$ cat src/rtl/i2c_target_regif.sv
// I2C target register front end: decodes address and pointer bytes and maps
// burst writes/reads onto a single-cycle register strobe interface.
`timescale 1ns/1ps
module i2c_target_regif #(
    parameter logic [6:0] I2C_ADDR   = 7'h2A,
    parameter int         NUM_REGS   = 8,
    parameter int         REG_WIDTH  = 8,
    parameter int         ADDR_WIDTH = 3
) (
    input  logic                  clk,
    input  logic                  rstb,
    input  logic                  ena,
    input  logic                  scl,
    input  logic                  sda_i,
    output logic                  sda_o,
    output logic                  sda_oe,
    output logic                  reg_bank,
    output logic [ADDR_WIDTH-1:0] reg_addr,
    output logic [REG_WIDTH-1:0]  reg_wdata,
    output logic                  reg_we,
    output logic                  reg_re,
    input  logic [REG_WIDTH-1:0]  reg_rdata
);

    typedef enum logic [2:0] {
        S_IDLE,
        S_ADDR,
        S_ADDR_ACK,
        S_WR_PTR,
        S_WR_DATA,
        S_WR_ACK,
        S_RD_DATA,
        S_RD_ACK
    } state_t;

    localparam logic [ADDR_WIDTH-1:0] LAST_ADDR =
        ADDR_WIDTH'(NUM_REGS - 1);

    state_t                state_q, state_d;
    logic [2:0]            bit_cnt_q, bit_cnt_d;
    logic [REG_WIDTH-2:0]  shreg_q, shreg_d;
    logic                  rw_q, rw_d;
    logic                  got_ack_q, got_ack_d;
    logic                  oe_q, oe_d;
    logic                  bank_q, bank_d;
    logic [ADDR_WIDTH-1:0] addr_q, addr_d;
    logic [REG_WIDTH-1:0]  wdata_q, wdata_d;
    logic                  we_q, we_d;
    logic                  wr_done_q, wr_done_d;
    logic                  scl_q, sda_q;

    logic                  scl_rise, scl_fall;
    logic                  start_det, stop_det;
    logic                  byte_done, rd_load;
    logic [REG_WIDTH-1:0]  rx_byte;
    logic [ADDR_WIDTH-1:0] addr_inc;

    assign scl_rise  = scl & ~scl_q;
    assign scl_fall  = ~scl & scl_q;
    assign start_det = scl & scl_q & sda_q & ~sda_i;
    assign stop_det  = scl & scl_q & ~sda_q & sda_i;
    assign rx_byte   = {shreg_q, sda_i};
    assign byte_done = scl_rise & (bit_cnt_q == 3'd7);
    assign addr_inc  = (addr_q == LAST_ADDR) ? '0
                     : addr_q + ADDR_WIDTH'(1);

    assign sda_o     = 1'b0;
    assign sda_oe    = oe_q;
    assign reg_bank  = bank_q;
    assign reg_addr  = addr_q;
    assign reg_wdata = wdata_q;
    assign reg_we    = we_q;
    assign reg_re    = rd_load & ena;

    always_ff @(posedge clk or negedge rstb) begin
        if (!rstb) begin
            state_q   <= S_IDLE;
            bit_cnt_q <= '0;
            shreg_q   <= '0;
            rw_q      <= 1'b0;
            got_ack_q <= 1'b0;
            oe_q      <= 1'b0;
            bank_q    <= 1'b0;
            addr_q    <= '0;
            wdata_q   <= '0;
            we_q      <= 1'b0;
            wr_done_q <= 1'b0;
            scl_q     <= 1'b1;
            sda_q     <= 1'b1;
        end else if (ena) begin
            state_q   <= state_d;
            bit_cnt_q <= bit_cnt_d;
            shreg_q   <= shreg_d;
            rw_q      <= rw_d;
            got_ack_q <= got_ack_d;
            oe_q      <= oe_d;
            bank_q    <= bank_d;
            addr_q    <= addr_d;
            wdata_q   <= wdata_d;
            we_q      <= we_d;
            wr_done_q <= wr_done_d;
            scl_q     <= scl;
            sda_q     <= sda_i;
        end
    end

    always_comb begin
        state_d   = state_q;
        bit_cnt_d = bit_cnt_q;
        shreg_d   = shreg_q;
        rw_d      = rw_q;
        got_ack_d = got_ack_q;
        oe_d      = oe_q;
        bank_d    = bank_q;
        addr_d    = addr_q;
        wdata_d   = wdata_q;
        we_d      = 1'b0;
        wr_done_d = 1'b0;
        rd_load   = 1'b0;

        // Write pointer advances the cycle after the strobe.
        if (wr_done_q) begin
            addr_d = addr_inc;
        end

        if (start_det) begin
            state_d   = S_ADDR;
            bit_cnt_d = '0;
            oe_d      = 1'b0;
        end else if (stop_det) begin
            state_d = S_IDLE;
            oe_d    = 1'b0;
        end else begin
            unique case (state_q)
                S_IDLE: begin
                end
                S_ADDR: begin
                    if (scl_rise) begin
                        shreg_d   = rx_byte[REG_WIDTH-2:0];
                        bit_cnt_d = bit_cnt_q + 3'd1;
                    end
                    if (byte_done) begin
                        rw_d    = sda_i;
                        state_d = (rx_byte[7:1] == I2C_ADDR) ? S_ADDR_ACK
                                                             : S_IDLE;
                    end
                end
                S_ADDR_ACK: begin
                    if (scl_fall) begin
                        if (!oe_q) begin
                            oe_d = 1'b1;
                        end else if (!rw_q) begin
                            oe_d      = 1'b0;
                            bit_cnt_d = '0;
                            state_d   = S_WR_PTR;
                        end else begin
                            rd_load = 1'b1;
                        end
                    end
                end
                S_WR_PTR: begin
                    if (scl_rise) begin
                        shreg_d   = rx_byte[REG_WIDTH-2:0];
                        bit_cnt_d = bit_cnt_q + 3'd1;
                    end
                    if (byte_done) begin
                        bank_d  = rx_byte[7];
                        addr_d  = rx_byte[ADDR_WIDTH-1:0];
                        state_d = S_WR_ACK;
                    end
                end
                S_WR_DATA: begin
                    if (scl_rise) begin
                        shreg_d   = rx_byte[REG_WIDTH-2:0];
                        bit_cnt_d = bit_cnt_q + 3'd1;
                    end
                    if (byte_done) begin
                        wdata_d   = rx_byte;
                        we_d      = ~bank_q;
                        wr_done_d = 1'b1;
                        state_d   = S_WR_ACK;
                    end
                end
                S_WR_ACK: begin
                    if (scl_fall) begin
                        if (!oe_q) begin
                            oe_d = 1'b1;
                        end else begin
                            oe_d      = 1'b0;
                            bit_cnt_d = '0;
                            state_d   = S_WR_DATA;
                        end
                    end
                end
                S_RD_DATA: begin
                    if (scl_fall) begin
                        if (bit_cnt_q == 3'd7) begin
                            oe_d      = 1'b0;
                            got_ack_d = 1'b0;
                            state_d   = S_RD_ACK;
                        end else begin
                            oe_d      = ~shreg_q[REG_WIDTH-2];
                            shreg_d   = {shreg_q[REG_WIDTH-3:0], 1'b0};
                            bit_cnt_d = bit_cnt_q + 3'd1;
                        end
                    end
                end
                S_RD_ACK: begin
                    if (scl_rise) begin
                        if (sda_i) begin
                            state_d = S_IDLE;
                        end else begin
                            got_ack_d = 1'b1;
                        end
                    end else if (scl_fall && got_ack_q) begin
                        rd_load = 1'b1;
                    end
                end
            endcase
        end

        // Fetch next read byte: MSB goes out on this same SCL fall.
        if (rd_load) begin
            shreg_d   = reg_rdata[REG_WIDTH-2:0];
            oe_d      = ~reg_rdata[REG_WIDTH-1];
            addr_d    = addr_inc;
            bit_cnt_d = '0;
            state_d   = S_RD_DATA;
        end
    end

endmodule

$ cat config.mk
export PLATFORM = sky130hd
export DESIGN_NAME = i2c_target_regif
export DESIGN_NICKNAME = d
export VERILOG_FILES = /design/src/rtl/i2c_target_regif.sv
export SDC_FILE = /design/constraint.sdc
export NUM_CORES = 1
export LEC_CHECK = 0
export CORE_ASPECT_RATIO = 1.25
export CORE_MARGIN = 8
export CORE_UTILIZATION = 58
export CTS_CLUSTER_DIAMETER = 120
export DETAILED_ROUTE_END_ITERATION = 16
export PLACE_DENSITY = 0.89
export SLEW_MARGIN = 10
export SYNTH_ARGS = -nofsm -noshare
export SYNTH_HDL_FRONTEND = slang
export SYNTH_SLANG_ARGS = --single-unit
$ cat constraint.sdc
create_clock -name clk -period 6 [get_ports clk]
set_input_delay 1.5 -clock clk [delete_from_list [all_inputs] [get_ports clk]]
set_output_delay 1.5 -clock clk [all_outputs]
set_load 0.02 [all_outputs]
Word level (Yosys, flattened, before mapping)
Index checks and enable logic that the tools add are counted.

storage, ports and cells
  bits of input ports = 13
  flip-flop bits (word level) = 32

cells by class
  reduce and logical (&&, ||, !) cells = 16
  $add $sub $neg = 2
  bitwise gates (word level) = 18
  equality and inequality tests = 39
  muxes and demuxes = 73

operators with widths
  operator                                                                number
  3-bit 2-to-1 mux                                                        32
  5-bit != test (second input constant)                                   10
  7-bit 2-to-1 mux                                                        6
  1-bit 2-to-1 mux                                                        28
  4-bit != test (second input constant)                                   7
  5-bit AND reduction                                                     4
  3-bit equality test (second input constant)                             6
  3-bit one-hot mux with 6 select lines                                   1
  7-bit one-hot mux with 2 select lines                                   1
  13-bit AND reduction                                                    1
  3-bit one-hot mux with 4 select lines                                   1
  6-bit nonzero test                                                      2
  11-bit AND reduction                                                    1
  1-bit AND                                                               9
  1-bit NOT                                                               9
  9-bit nonzero test                                                      1
  2-bit != test (second input constant)                                   4
  8-bit AND reduction                                                     1
  7-bit by 6-bit equality test with 1-bit output (second input constant)  1
  7-bit AND reduction                                                     1
  3-bit by 1-bit adder with 3-bit output (second input constant)          2
  3-bit by 2-bit equality test with 1-bit output (second input constant)  2
  3-bit != test (second input constant)                                   2
  5-bit by 1-bit != test with 1-bit output (second input constant)        1
  13 further kinds                                                        15

Longest topological paths before layout
Gate-level depths: netlist of run 1.

  depth after elaboration = 10
  gate-level depth with buffers = 8

Worst setup path after synthesis of run 1
Ideal clock, no wire load.

  path kind = input -> output
  start point = input port scl
  end point = output port reg_re
  stages on the path = 5
  slack = 1.907 ns
  arrival time = 2.593 ns
  path through = buf_4 -> nand2b_2 -> nor2_1 -> nor2_2 -> nor2_1

on the way
  longest elaborated chain between the ends = 9
  elaborated cells between the ends (all ways) = 16
  classes of those cells = mux (6); bitwise (9); reduce/logical (1)

RTL lines
  element                                line  text
  start, declared                        13    input logic scl,
  1-bit NOT                              59    assign scl_fall = ~scl & scl_q;
  1-bit AND                              59
  1-bit logical AND                      215   end else if (scl_fall && got_ack_q) begin
  1-bit 2-to-1 mux                       215
  1-bit 2-to-1 mux                       209   if (scl_rise) begin
  1-bit one-hot mux with 2 select lines  134   unique case (state_q)
  1-bit 2-to-1 mux                       130   end else if (stop_det) begin
  1-bit 2-to-1 mux *                     126   if (start_det) begin
  1-bit AND *                            73    assign reg_re = rd_load & ena;
  end, declared                          21    output logic reg_re,

Mark *: on every way between the ends. The rest lies on a longest branch, timed or not.

Worst setup path after layout of run 1
Ends and elaborated chain as after synthesis.

==> impl_metrics.tcl, run 1 <==
set metrics [dict create \
    clkSlewWorstSetupHoldPaths_ns 0.06 \
    dr.pass1.iters 4 \
    core_area_mm2 0.003513 \
    drc 0 \
    synth_cell_types 71 \
    ys.flop_type "dfrtp_1" \
    synth-seq-cells 32 \
    ant_nets 0 \
    netSwitchingPower_mw 0.2670 \
    holdPathEnd "reg_we" \
    slowest_delay_ns 0.64 \
    r2r_cells 7 \
    worstPathArrival_ns 3.88 \
    cp-end-kind "output pin" \
    yosys_warnings 0 \
    num_antenna_cells 0 \
    final_max_slew_viol_count 0 \
    synth-edff-count 0 \
    cts_resized 0 \
    synth_top_area_cell "dfrtp_1" \
    timing.rr.start "state_q[2]" \
    seq_area_frac_synth_pct 37.33 \
    synth_top_area_share_pct 34.88 \
    fin_crit_ns 5.377 \
    p_leak_nw 1.032 \
    syn-cell-area_mm2 0.002152 \
    min_path_type "flop to flop" \
    wl_per_cell_um 20.39 \
    p_sw_share_pct 35.76 \
    dpl_cell_area_mm2 0.002382 \
    antenna_found_initial 0 \
    pwr_density_cell_mw_per_mm2 301.2 \
    pwr-share-clk_pct 24.4 \
    worstPathCellList "clkdlybuf4s50_1, nand3b_1, nor4_4, nor2_2, nor2_1, clkdlybuf4s50_1" \
    dieArea_mm2 0.005928 \
    clock_sinks 32 \
    hold_violations 0 \
    num_rows 24 \
    async_flop_share_pct 100.0 \
    synth_common_cells "dfrtp_1, inv_1, nor2_1, o21ai_0" \
    timing.rr.end "bit_cnt_q[0]" \
    htreeDepth 2 \
    grt_overflow 0 \
    drt_iter0_drc 172 \
    fin_nets 255 \
    drive_gt1_share_pct 16.88 \
    cellInternalPower_mw 0.4797 \
    skew_ns 0.005268 \
    outcome "completed" \
    num_vias 1864 \
    cts_tree "yes" \
    grt_pass1_vias 1944 \
    grt.total_usage_pct 19.13 \
    yosysMostFrequentCell "dfrtp_1" \
    grt_pass1_wl_um 9315 \
    grt_max_degree 33 \
    final_area_mm2 0.002479 \
    io_buffers 27 \
    syn_to_final_growth_pct 15.17 \
    clockBufferDepth 2 \
    worst_skew_pair.late_latency_ns 0.29 \
    crit_path_frequent_cell "clkdlybuf4s50_1" \
    fin_setup_tns_ns 0 \
    via_per_inst 6.754 \
    cts.hold.buffers_added 0 \
    max_cap_viol_count 0 \
    netlist_instances 213 \
    period_share_pct 89.62 \
    tightest_slew_ns 0.7197 \
    syn_avg_cell_area_um2 10.10 \
    ios 29 \
    comb_power_share_pct 31.2 \
    start_util_pct 61.25 \
    die_w_um 70.48 \
    startpoint_type "input pin" \
    min_delay_path_depth 1 \
    syn_nets 231 \
    dp.cells 269 \
    setup_viol_count_final 0 \
    dieHeight_um 84.11 \
    slew_headroom_pct 52.02 \
    synthTopCellsByArea "dfrtp_1, mux2_2, ha_1" \
    globalplace.congestion 0.9522 \
    utilization_pct 70.55 \
    p_seq_share_pct 44.5 \
    ir_worst_vdd_mv 0.2380 \
    path_class "input pin to output pin" \
    reg2reg_slack_ns 3.57 \
    cts_setup_buffers 0 \
    finalNonFillerCells 276 \
    min-delay-start "reg_bank" \
    required_ns 4.50 \
    rsz0062_at_grt "no" \
    cts-root-buf "clkbuf_8" \
    dp_hpwl_um 4101 \
    cts_buffers 5 \
    wl_um 5629 \
    crit_path_top_delay_cell "clkdlybuf4s50_1" \
    power.total_mw 0.7466 \
    critPathMaxFanout 12 \
    max_freq_ghz 0.1860 \
]
[state kept, by name, indices dropped and copies added, names as in the netlist, 3 cells and up]
signal     cells
reg_wdata      8
shreg_q        7
bit_cnt_q      3
reg_addr       3
state_q        3
[critical path, delay by kind of cell]
kind | cells | cell delay, ns
buf+inv | 2 | 1.24
simple gates | 4 | 1.13
[worst max path at each step]
stage | startpoint | cells after the start | slack (ns) | end
after global routing | scl | 6 | 0.48 | reg_re
final | scl | 6 | 0.62 | reg_re
after global placement | scl | 6 | 0.76 | reg_re
after detailed placement | scl | 6 | 0.66 | reg_re
after CTS | scl | 6 | 0.66 | reg_re
after floorplan | scl | 5 | 1.91 | reg_re
[stage by stage]
| stage | hold slack (ns) | setup slack, ns |
|---|---|---|
| floorplan | 0.4946 | 1.907 |
| global placement | 0.4523 | 0.7555 |
| detailed placement | 0.4797 | 0.6579 |
| CTS | 0.4824 | 0.6559 |
| global route | 0.4958 | 0.4815 |
| finish | 0.4822 | 0.6231 |
[layout by cell type (no fill, tap or decap), types with 2 or more instances in the layout]
master / n
o22ai_1: 8
dfrtp_1: 30
nor3b_1: 2
o31ai_1: 2
and2_1: 2
mux2_2: 8
nand2_1: 8
nand2b_1: 3
inv_1: 13
o221ai_1: 4
buf_4: 2
nor2_1: 12
a2bb2oi_1: 7
mux2i_1: 3
nand4_1: 5
nor2_2: 2
and3b_1: 2
dfstp_2: 2
a31oi_1: 5
clkbuf_8: 7
ha_1: 5
nor4b_1: 4
nor2b_1: 4
clkdlybuf4s50_1: 27
nand3_1: 6
o21ai_0: 11
a21oi_1: 8
nand3b_1: 2
nor3_1: 3
[kinds of logic (layout without fill, tap and decap cells)]
| group | count (synthesis) | after routing | share of synthesized area, % |
|---|---|---|---|
| flops | 32 | 32 | 37.33 |
| other cells | 1 | 1 | 0.1743 |
| fa+ha+maj | 5 | 5 | 2.907 |
| simple gates | 71 | 71 | 21.51 |
| compound gates | 65 | 65 | 23.78 |
| mux | 13 | 13 | 6.802 |
| buf+inv | 25 | 49 | 7.093 |
| xor+xnor | 1 | 1 | 0.4071 |
[final cells by class]
cell class | count | area (µm²)
timing repair buffer | 29 | 285.3
tap | 39 | 48.80
sequential | 32 | 803.3
multi-input combinational | 156 | 1196
inverter | 13 | 48.80
clock buffer | 7 | 96.34
fill | 252 | 1035
[power groups by stage]
stage	Combinational (mW)	Clock, mW	Sequential [mW]
5_1_grt	0.255	0.191	0.339
4_1_cts	0.233	0.184	0.329
3_5_place_dp	0.231	0	0.332
2_1_floorplan	0.197	0	0.303
3_3_place_gp	0.224	0	0.331
6_report	0.233	0.182	0.332
[routing by layer]
| layer | wire (µm) | track usage [%] | part of all wire, % |
|---|---|---|---|
| met5 | 0 | 0 | 0 |
| met4 | 184 | 11.36 | 3.3 |
| met3 | 357 | 5.476 | 6.3 |
| met2 | 2884 | 32.26 | 51 |
| met1 | 2202 | 20.57 | 39 |
Power figures use the tool's default switching activity.
==> inputs of run 2 (changes only) <==
- DONT_BUFFER_PORTS: default -> 1
- PLACE_DENSITY: 0.89 -> 0.79
==> run 2 against run 1 <==
Die area did not move. Clock skew decreased by 0.0023 ns. Setup slack better by 1.1 ns. Fmax up 26%. Total power shrank 6.5%. First-iteration DRC count decreased by 25%. Largest cell class unchanged.
==> impl_metrics.tcl, run 2 (synthesis gave the netlist of run 1 again) <==
set metrics [dict create \
    worst_skew_pair.late_latency_ns 0.29 \
    start_util_pct 61.25 \
    critPathMaxFanout 12 \
    io_buffers 0 \
    via_per_inst 6.968 \
    cts.hold.buffers_added 0 \
    r2r_cells 7 \
    cts_buffers 5 \
    setup_viol_count_final 0 \
    fin_nets 226 \
    grt.total_usage_pct 17.89 \
    cpLargestDelayFamily "simple AND/OR/NAND/NOR gates" \
    max_freq_ghz 0.2347 \
    cts_setup_buffers 0 \
    drt_iter0_drc 129 \
    p_leak_nw 0.9138 \
    startpoint_type "input pin" \
    rsz0062_at_grt "no" \
    syn_to_final_growth_pct 1.570 \
    final_area_mm2 0.002186 \
    num_rows 24 \
    die_w_um 70.48 \
    num_antenna_cells 0 \
    htreeDepth 2 \
    num_vias 1728 \
    clockBufferDepth 2 \
    skew_ns 0.002936 \
    cts_tree "yes" \
    final-seq-area_um2 803.3 \
    slowest_delay_ns 0.44 \
    dpl_cell_area_mm2 0.002097 \
    layout_common_cells "dfrtp_1, inv_1, nor2_1, o21ai_0" \
    antenna_found_initial 0 \
    cp-end-kind "output pin" \
    cts-root-buf "clkbuf_8" \
    dieHeight_um 84.11 \
    timing.rr.start "state_q[2]" \
    tightest_slew_ns 0.7034 \
    wl_per_cell_um 21.26 \
    utilization_pct 62.22 \
    clock_sinks 32 \
    required_ns 4.50 \
    outcome "completed" \
    clkSlewWorstSetupHoldPaths_ns 0.07 \
    fin_crit_ns 4.262 \
    worstPathCellList "nand3b_1, nor4_4, nor2_2, nor2_1" \
    drc 0 \
    crit_path_top_delay_cell "nor2_1" \
    timing.rr.end "bit_cnt_q[0]" \
    grt_pass1_wl_um 8480 \
    holdPathEnd "bit_cnt_q[0]" \
    min_path_type "flop to flop" \
    ir_worst_vdd_mv 0.2132 \
    fin_setup_tns_ns 0 \
    grt_overflow 0 \
    ant_nets 0 \
    hold_violations 0 \
    pwr_density_cell_mw_per_mm2 319.5 \
    nFillCells 311 \
    grt_pass1_vias 1674 \
    dieArea_mm2 0.005928 \
    core_area_mm2 0.003513 \
    final_max_slew_viol_count 0 \
    cts_resized 0 \
    multiInputGateArea_mm2 0.001196 \
    final_common_cell "dfrtp_1" \
    worstPathArrival_ns 2.76 \
    path_class "input pin to output pin" \
    dp_hpwl_um 3986 \
    critPathBufInv 0 \
    min-delay-start "bit_cnt_q[0]" \
    min_delay_path_depth 1 \
    reg2reg_slack_ns 3.67 \
    dr.pass1.iters 4 \
    wl_um 5272 \
    slew_headroom_pct 52.93 \
    drive_gt1_share_pct 18.18 \
    power.total_mw 0.6984 \
    globalplace.congestion 0.9330 \
    period_share_pct 71.03 \
    ios 29 \
    largest_register_ffs 8 \
    grt_max_degree 33 \
    max_cap_viol_count 0 \
]
-- run 2: area by class of cell --
| type | instances | share of cell area, % |
|---|---|---|
| clock inverters | 2 | 0.7441 |
| flip-flops and latches | 32 | 36.75 |
| well taps | 39 | 2.232 |
| clock buffers | 6 | 3.320 |
| inverters | 13 | 2.232 |
| multi-input cells | 156 | 54.72 |
-- run 2: power by group --
part / internal [mW] / switching (mW)
sequential: 0.259 / 0.0783
combinational: 0.102 / 0.0925
clock: 0.0824 / 0.0842
total: 0.443 / 0.255
-- run 2: worst register-to-register path, stage by stage, from the launching register on --
cell and delay (ns):
dfrtp_1 0.78, inv_1 0.20, ha_1 0.24, inv_1 0.11, o21ai_0 0.11, a211o_1 0.38
and2_1 0.18, a32o_1 0.22
-- run 2: layer usage --
metal	GRT usage, %	wire (µm)	up-vias
met4	7.692	134	0
met2	30.78	2787	67
li1	-	-	795
met5	0	0	-
met3	5.000	345	14
met1	19.94	2004	852
-- run 2: worst max-delay path by stage --
stage,start,to,slack [ns],cells past startpoint
final,scl,reg_re,1.74,4
after global routing,scl,reg_re,1.65,4
after CTS,scl,reg_re,1.74,4
after detailed placement,scl,reg_re,1.74,4
after global placement,scl,reg_re,1.78,4
after floorplan,scl,reg_re,1.91,5
-- run 2: per-stage QoR --
step                      hold WS (ns)  instances  setup WS [ns]
final                           0.5590        248          1.738
after global routing            0.5669        248          1.655
after CTS                       0.5454        248          1.741
after detailed placement        0.5307        240          1.744
after global placement          0.5201        240          1.783
after floorplan                 0.4946        213          1.907
==> inputs of run 3 (changes only) <==
- CORE_UTILIZATION: 58 -> 57
- PLACE_DENSITY: 0.79 -> 0.8
- clock period: 6 -> 3.4 ns (I/O delays scaled with it)
==> run 3 against run 2 <==
Non-clock buffer count grew 2. Register-to-register slack lost 2.6 ns. Sequential share of layout area shrank 0.15 points. Critical path type is now flop to output pin. Setup slack lost 1.3 ns. Clock skew grew 0.0073 ns. Via count shrank 3.6%. Sequential cell count is the same. Highest routed layer unchanged. Combinational power grew 94%. Critical path depth is the same.
==> impl_metrics.tcl, run 3 (synthesis gave the netlist of run 1 again) <==
set metrics [dict create \
    ant_nets 0 \
    final-seq-area_um2 803.3 \
    cp-end-kind "output pin" \
    grt_pass1_vias 1731 \
    p_seq_share_pct 46.7 \
    max_cap_viol_count 0 \
    required_ns 2.55 \
    setup_viol_count_final 0 \
    num_rows 25 \
    grt_max_degree 33 \
    fin_nets 228 \
    antenna_found_initial 0 \
    tightest_slew_ns 0.6949 \
    dp_hpwl_um 3927 \
    pwr-share-clk_pct 22.5 \
    final_common_cell "dfrtp_1" \
    nFillCells 314 \
    drc 0 \
    fin_crit_ns 2.976 \
    hold_violations 0 \
    grt.total_usage_pct 18.32 \
    rsz0062_at_grt "no" \
    cts_resized 0 \
    comb_power_share_pct 30.7 \
    cp-startpoint "scl_q" \
    pwr_density_cell_mw_per_mm2 557.7 \
    cts-root-buf "clkbuf_8" \
    layout_common_cells "dfrtp_1, inv_1, nor2_1, o21ai_0" \
    reg2reg_slack_ns 1.11 \
    start_util_pct 58.31 \
    worstPathArrival_ns 2.13 \
    dieHeight_um 84.70 \
    cts.hold.buffers_added 0 \
    drt_iter0_drc 60 \
    multiInputGateArea_mm2 0.001196 \
    fin_setup_tns_ns 0 \
    die_w_um 70.96 \
    startpoint_type "flop" \
    timing.rr.end "reg_bank" \
    cts_tree "yes" \
    max_freq_ghz 0.3360 \
    grt_pass1_wl_um 8721 \
    wl_um 5121 \
    p_sw_share_pct 35.54 \
    worst_skew_pair.late_latency_ns 0.29 \
    critPathMaxFanout 12 \
    path_class "flop to output pin" \
    htreeDepth 2 \
    cts_setup_buffers 0 \
    io_buffers 0 \
    ios 29 \
    globalplace.congestion 0.9714 \
    netSwitchingPower_mw 0.4350 \
    clkSlewWorstSetupHoldPaths_ns 0.07 \
    wl_per_cell_um 20.40 \
    hold_ws_ns 0.2534 \
    dieArea_mm2 0.006010 \
    timing.rr.start "bit_cnt_q[0]" \
    r2r_cells 7 \
    skew_ns 0.01020 \
    period_share_pct 87.54 \
    final_max_slew_viol_count 0 \
    p_leak_nw 0.9254 \
    syn_to_final_growth_pct 1.977 \
    core_area_mm2 0.003691 \
    grt_overflow 0 \
    cts_buffers 5 \
    dr.pass1.iters 5 \
    outcome "completed" \
    via_per_inst 6.633 \
    min_path_type "input pin to asynchronous set/reset pin" \
    num_antenna_cells 0 \
    largest_register_ffs 8 \
    clockBufferDepth 2 \
    cellInternalPower_mw 0.7889 \
    ir_worst_vdd_mv 0.4047 \
    num_vias 1665 \
    drive_gt1_share_pct 18.48 \
    slew_headroom_pct 53.50 \
    clock_sinks 32 \
]
[run 3: cell types whose count changed in the layout (fill, tap and decap cells not counted), sizes merged]
cell / delta
clkbuf: +1
clkinvlp: -1
buf: +2
[run 3: routing by layer]
metal	track usage, %	part of all wire, %
met1	20.09	40
met2	31.19	52
met3	5.125	6.1
met4	9.488	2.1
met5	0	0
[run 3: power by group through the flow]
stage	Combinational, mW	Sequential [mW]	Clock, mW
6_report	0.376	0.572	0.276
2_1_floorplan	0.348	0.535	0
4_1_cts	0.375	0.571	0.285
3_3_place_gp	0.365	0.575	0
3_5_place_dp	0.373	0.577	0
5_1_grt	0.417	0.581	0.299
[run 3: worst max path at each step]
stage / end / slack [ns]
5_1_grt: reg_re / 0.25
3_5_place_dp: reg_re / 0.46
6_report: reg_re / 0.42
2_1_floorplan: reg_re / 0.61
4_1_cts: reg_re / 0.43
3_3_place_gp: reg_re / 0.52
[run 3: cell type report]
| type | count | area share [%] |
|---|---|---|
| inverter | 13 | 2.223 |
| tap | 40 | 2.281 |
| timing repair buffer | 2 | 0.6842 |
| clock buffer | 7 | 3.478 |
| clock inverter | 1 | 0.2281 |
| sequential | 32 | 36.60 |
| multi-input combinational | 156 | 54.50 |
[run 3: through the flow]
stage	utilization (%)	area (µm²)	total power, mW	setup slack [ns]	cells
2_1_floorplan	-	2152	0.8825	0.6069	213
3_3_place_gp	57.25	2113	0.9394	0.5241	243
3_5_place_dp	57.25	2113	0.9500	0.4606	243
4_1_cts	59.46	2195	1.231	0.4296	251
5_1_grt	59.46	2195	1.297	0.2468	251
6_report	59.46	2195	1.224	0.4235	251
[run 3: worst max-delay path, cell delays in order, from the launching register on]
cell and delay, ns:
dfstp_2 0.62, nand3b_1 0.22, nor4_4 0.41, nor2_2 0.18, nor2_1 0.42
